### src/rtl/ctrl_seq.sv
// ctrl_seq: multi-cycle CPU control sequencer.
// It registers the present state, decodes the datapath controls combinationally
// from the state, opcode and zero flag, and tracks retired instructions and
// memory stalls.
module ctrl_seq #(
  parameter int CNT_W    = 16,
  parameter int READY_EN = 1,
  parameter int STEP_EN  = 1,
  parameter int TIMEOUT  = 15
) (
  input  logic             clk,
  input  logic             rst,
  input  logic [2:0]       opcode,
  input  logic             zero,
  input  logic             mem_ready,
  input  logic             step_mode,
  input  logic             resume,
  output logic [3:0]       ps,
  output logic             mem_rd,
  output logic             load_ir,
  output logic             halt,
  output logic             inc_pc,
  output logic             load_ac,
  output logic             load_pc,
  output logic             mem_wr,
  output logic             data_e,
  output logic [CNT_W-1:0] instr_count,
  output logic             mem_timeout
);

  typedef enum logic [3:0] {
    INST_ADDR  = 4'd0,
    INST_FETCH = 4'd1,
    INST_LOAD  = 4'd2,
    IDLE       = 4'd3,
    OP_ADDR    = 4'd4,
    OP_FETCH   = 4'd5,
    ALU_OP     = 4'd6,
    STORE      = 4'd7,
    HALTED     = 4'd8
  } state_t;

  localparam logic [2:0] OP_HLT = 3'd0;
  localparam logic [2:0] OP_SKZ = 3'd1;
  localparam logic [2:0] OP_ADD = 3'd2;
  localparam logic [2:0] OP_AND = 3'd3;
  localparam logic [2:0] OP_XOR = 3'd4;
  localparam logic [2:0] OP_LDA = 3'd5;
  localparam logic [2:0] OP_STO = 3'd6;
  localparam logic [2:0] OP_JMP = 3'd7;

  // The stall counter only has to reach TIMEOUT, so it is sized to hold that value.
  localparam int SC_W = (TIMEOUT < 1) ? 1 : $clog2(TIMEOUT + 1);
  localparam logic [SC_W-1:0] STALL_LIM = SC_W'(TIMEOUT);

  state_t           state_reg;
  state_t           state_next;
  logic [CNT_W-1:0] count_reg;
  logic [SC_W-1:0]  stall_reg;
  logic [SC_W-1:0]  stall_sat;
  logic             timeout_reg;
  logic             alu_op;
  logic             ready_eff;
  logic             step_eff;
  logic             stall;

  // An ALU-type opcode is one that reads an operand from memory.
  assign alu_op    = (opcode == OP_ADD) || (opcode == OP_AND) ||
                     (opcode == OP_XOR) || (opcode == OP_LDA);
  assign ready_eff = (READY_EN != 0) ? mem_ready : 1'b1;
  assign step_eff  = (STEP_EN != 0) ? step_mode : 1'b0;

  // A stall is a fetch state that is waiting on memory.
  assign stall = !ready_eff &&
                 ((state_reg == INST_FETCH) || ((state_reg == OP_FETCH) && alu_op));

  assign stall_sat = (stall_reg == STALL_LIM) ? stall_reg : stall_reg + 1'b1;

  assign ps          = state_reg;
  assign instr_count = count_reg;
  assign mem_timeout = timeout_reg;

  // State register.
  always_ff @(posedge clk) begin
    if (rst) begin
      state_reg <= INST_ADDR;
    end else begin
      state_reg <= state_next;
    end
  end

  // Next-state logic: a fixed ring with stall holds and halt exits.
  always_comb begin
    state_next = INST_ADDR;
    case (state_reg)
      INST_ADDR:  state_next = INST_FETCH;
      INST_FETCH: state_next = stall ? INST_FETCH : INST_LOAD;
      INST_LOAD:  state_next = IDLE;
      IDLE:       state_next = OP_ADDR;
      OP_ADDR:    state_next = (opcode == OP_HLT) ? HALTED : OP_FETCH;
      OP_FETCH:   state_next = stall ? OP_FETCH : ALU_OP;
      ALU_OP:     state_next = STORE;
      STORE:      state_next = step_eff ? HALTED : INST_ADDR;
      HALTED:     state_next = resume ? INST_ADDR : HALTED;
      default:    state_next = INST_ADDR;
    endcase
  end

  // Output decode from present state, opcode and zero flag.
  always_comb begin
    mem_rd  = 1'b0;
    load_ir = 1'b0;
    halt    = 1'b0;
    inc_pc  = 1'b0;
    load_ac = 1'b0;
    load_pc = 1'b0;
    mem_wr  = 1'b0;
    data_e  = 1'b0;
    case (state_reg)
      INST_FETCH: begin
        mem_rd = 1'b1;
      end
      INST_LOAD, IDLE: begin
        mem_rd  = 1'b1;
        load_ir = 1'b1;
      end
      OP_ADDR: begin
        inc_pc = 1'b1;
        halt   = (opcode == OP_HLT);
      end
      OP_FETCH: begin
        mem_rd = alu_op;
      end
      ALU_OP: begin
        mem_rd  = alu_op;
        load_ac = alu_op;
        inc_pc  = (opcode == OP_SKZ) && zero;
        load_pc = (opcode == OP_JMP);
      end
      STORE: begin
        mem_rd  = alu_op;
        load_ac = alu_op;
        inc_pc  = (opcode == OP_JMP);
        load_pc = (opcode == OP_JMP);
        mem_wr  = (opcode == OP_STO);
        data_e  = (opcode == OP_STO);
      end
      HALTED: begin
        halt = 1'b1;
      end
      default: begin
        mem_rd = 1'b0;
      end
    endcase
  end

  // Retired-instruction counter: every exit from STORE is one retirement.
  always_ff @(posedge clk) begin
    if (rst) begin
      count_reg <= '0;
    end else if (state_reg == STORE) begin
      count_reg <= count_reg + 1'b1;
    end
  end

  // Stall watchdog: a saturating count of consecutive stalls and a sticky flag.
  always_ff @(posedge clk) begin
    if (rst) begin
      stall_reg   <= '0;
      timeout_reg <= 1'b0;
    end else begin
      stall_reg <= stall ? stall_sat : '0;
      if ((state_reg == HALTED) && resume) begin
        timeout_reg <= 1'b0;
      end else if ((TIMEOUT != 0) && stall && (stall_sat == STALL_LIM)) begin
        timeout_reg <= 1'b1;
      end
    end
  end

endmodule

### config.mk
export PLATFORM = sky130hd
export DESIGN_NAME = ctrl_seq
export DESIGN_NICKNAME = d
export VERILOG_FILES = /design/src/rtl/ctrl_seq.sv
export SDC_FILE = /design/constraint.sdc
export NUM_CORES = 1
export LEC_CHECK = 0
export CAP_MARGIN = 5
export CELL_PAD_IN_SITES_DETAIL_PLACEMENT = 0
export CELL_PAD_IN_SITES_GLOBAL_PLACEMENT = 2
export CORE_MARGIN = 8
export CORE_UTILIZATION = 37
export CTS_CLUSTER_DIAMETER = 80
export DETAILED_ROUTE_END_ITERATION = 16
export DONT_BUFFER_PORTS = 1
export GPL_TIMING_DRIVEN = 0
export PLACE_DENSITY_LB_ADDON = 0.08
export SETUP_SLACK_MARGIN = 0.02
export SLEW_MARGIN = 5
export SYNTH_ARGS = -nofsm -noshare
export SYNTH_HDL_FRONTEND = slang
export SYNTH_SLANG_ARGS = --single-unit
### constraint.sdc
create_clock -name clk -period 3.1 [get_ports clk]
set_input_delay 0.31 -clock clk [delete_from_list [all_inputs] [get_ports clk]]
set_output_delay 0.31 -clock clk [all_outputs]
set_load 0.01 [all_outputs]
==> run_results.csv <==
group,metric,value,unit
run_status,status,"completed",
power_and_ir_drop,p_switching,0.1357,mW
drt,drc,0,
power_and_ir_drop,p_int,0.3865,mW
cells_and_area,syn_to_final_growth,6.692,%
power_and_ir_drop,switching_share,25.99,%
synth,synth_top_area_share,38.24,%
synth,syn_nets,173,
global_routing,grt_usage,11.77,%
synth,syn_area_per_cell,8.079,um2
worst_setup_path,start_kind,"flip-flop",
drt,totalWireLength,3.164,mm
drt,vias,1168,
place,hpwl,2.452,mm
synth,syn_inst,162,
clock_tree,cts_max_level,1,
synth,synth_cell_types,39,
worst_setup_path,crit_path_end_kind,"output port",
synth,synth_area,0.001309,mm2
run,drv_cap,0,
die,dieWidth,75.48,um
power_and_ir_drop,vdd_ir_drop_max,208.1,uV
synth,yosysWarnings,0,
min_path,hold_end,"mem_timeout",
clock_tree,cts_tree,"done",
clock_tree,cts-resized-gates,0,
sta,slew_headroom,64.97,%
die,initial_core_util,38.91,%
cells_and_area,num_antenna_cells,0,
min_path,holdCritStartpoint,"resume",
drt,routedWlPerCell,14.92,um
global_routing,grt_max_degree,16,
die,dieHeight,75.48,um
power_and_ir_drop,clkPwrFrac,29.3,%
worst_setup_path,arrival,2.15,ns
clock_tree,cts_setup_buffers,0,
worst_setup_path,cp.required,2.79,ns
synth,synth_common_cells,"25 x dfxtp_1, 19 x nor2_1, 14 x nand2_1, 11 x a21oi_1, 11 x nand3_1",
worst_setup_path,cpPeakStageDelay,0.54,ns
power_and_ir_drop,leakagePower,0.4505,nW
drt,drtIter0Drc,59,
global_routing,grt_pass1_wl,5.195,mm
clock_tree,cts_root_buffer,"clkbuf_4",
synth,synth_top_area_cell,"dfxtp_1",
clock_tree,clock_path_buffers,2,
synth,ys_ff_latch,25,
sta,fmaxAchievable,407.3,MHz
sta,setup_violations,0,
sta,worst_pin_slew,0.5215,ns
min_path,min_path_cells,1,
min_path,hp-class,"primary input to flip-flop",
clock_tree,holdBufCountCts,0,
synth,synthFlopType,"dfxtp_1",
worst_setup_path,rr_worst_depth,5,
die,rows,21,
sta,finClkSkew,0.005763,ns
worst_setup_path,cp_max_fo,10,
cells_and_area,nNetsFinal,178,
drt,antenna_left,0,
synth,yosys-top-cells-area,"dfxtp_1 38%, nor2_1 5.4%, xnor2_1 5.4%, a21oi_1 4.2%, nand3_1 4.2%",
clock_tree,numCtsBuffers,3,
power_and_ir_drop,power.density,374.0,mW/mm2
sta,slew_viol_final,0,
die,core,0.003363,mm2
cells_and_area,drive_above_1_share,6.024,%
worst_setup_path,r2r-end,"mem_timeout",
place,place_congestion,0.7812,
sta,rsz0062_at_grt,"false",
die,die_area,0.005696,mm2
power_and_ir_drop,p_seq_share,63.4,%
sta,hold_viol,0,
power_and_ir_drop,combPwrFrac,7.3,%
cells_and_area,largest_reg_flops,16,
drt,dr.pass1.iters,4,
synth,async_reset_ff_share,0,%
synth,yosysMostFrequentCell,"dfxtp_1",
sta,final.setup.tns,0,ns
clock_tree,insertion_delay,0.32,ns
die,io_pins,38,
clock_tree,cts.sinks,25,
synth,synth-edff-count,0,
cells_and_area,fin_util,41.52,%
clock_tree,clk_pin_slew,0.14,ns
global_routing,antenna_found_initial,0,
synth,ys_seq_area_share,38.24,%
drt,drt-vias-per-instance,5.509,
global_routing,grt_overflow,0,
global_routing,grt_pass1_vias,1089,
worst_setup_path,path_class,"flip-flop to output port",
place,io_buffers,0,
worst_setup_path,cp_cell_sequence,"clkbuf_1 -> nand3b_1 -> nor2_1 -> a31oi_1 -> nor3b_1",
worst_setup_path,r2r_slack,1.26,ns
sta,fin_crit_sh,79.20,%
sta,period_minus_slack,2.455,ns
worst_setup_path,rr_startpoint,"ps[0]",
worst_setup_path,crit_slowest_cell,"dfxtp_1",
==> placed cells by master, fill, tap and decap left out, types with 2 or more instances in the layout <==
cell type	synthesis	final
ha_1	2	2
nor3_1	9	9
clkbuf_1	4	4
xor2_1	4	4
nor2_1	19	19
o31ai_1	2	2
nand2_1	14	14
inv_1	6	6
and4_1	2	2
or3_1	5	5
dfxtp_1	25	25
nand3_1	11	11
clkbuf_4	0	3
and2_1	2	2
nor3b_1	2	2
xnor2_1	8	8
buf_2	4	4
nand4_1	2	2
a311oi_1	2	2
a21oi_1	11	11
a31oi_1	2	2
or4_1	2	2
o21ai_0	7	7
==> per-stage QoR <==
step / setup WS (ns) / total power, mW / area (um2) / cells / hold slack (ns)
after global placement: 0.9889 / 0.3762 / 1366 / 208 / 0.4378
after detailed placement: 0.9860 / 0.3767 / 1366 / 208 / 0.4352
after global routing: 0.4479 / 0.5481 / 1396 / 212 / 0.06500
after CTS: 0.5939 / 0.5328 / 1396 / 212 / 0.07721
after floorplan: 1.250 / 0.3672 / 1309 / 162 / 0.4281
final: 0.6448 / 0.5223 / 1396 / 212 / 0.08886
==> worst max-delay path: cells and delay by family, from the launching register on <==
family                 cells  cell delay [ns]
AO/OA/AOI/OAI              1             0.13
buffers and inverters      1             0.36
flip-flops                 1             0.54
AND/OR/NAND/NOR            3             0.80
==> final cells by class <==
cell class              instances  area [um2]
clock buffers                   3       22.52
inverters                       6       22.52
clock inverters                 1       7.507
plain buffers                   9       42.54
fillers                       378        1967
flip-flops and latches         25       500.5
multi-input cells             122       743.2
well taps                      46       57.56
==> how the worst max path moves through the flow <==
stage	from	endpoint	slack, ns
2_1_floorplan	ps[1]	inc_pc	1.25
3_3_place_gp	ps[1]	inc_pc	0.99
3_5_place_dp	ps[1]	inc_pc	0.99
4_1_cts	ps[1]	inc_pc	0.59
5_1_grt	ps[1]	inc_pc	0.45
6_report	ps[1]	inc_pc	0.64
==> kinds of logic after synthesis <==
logic type	after synthesis	synth area share [%]
AND/OR/NAND/NOR	75	30.50
AO/OA/AOI/OAI	32	15.58
flip-flops	25	38.24
buffers and inverters	15	4.971
XOR/XNOR	12	8.031
adder cells (fa/ha/maj)	2	1.912
multiplexers	1	0.7648
==> power by group through the flow <==
stage | sequential, mW | clock [mW] | combinational (mW)
after floorplan | 0.337 | 0 | 0.0303
final | 0.331 | 0.153 | 0.0379
after detailed placement | 0.338 | 0 | 0.0383
after global routing | 0.332 | 0.173 | 0.0432
after CTS | 0.332 | 0.163 | 0.0385
after global placement | 0.338 | 0 | 0.0378
==> metal layers <==
| layer | up-vias | track usage, % | wire (um) |
|---|---|---|---|
| li1 | 590 | - | - |
| met3 | 2 | 6.053 | 325 |
| met1 | 542 | 13.00 | 1267 |
| met2 | 34 | 19.46 | 1552 |
| met5 | - | 0 | 0 |
| met4 | 0 | 2.985 | 19 |
Note: power is estimated with default switching activity, not from simulation.
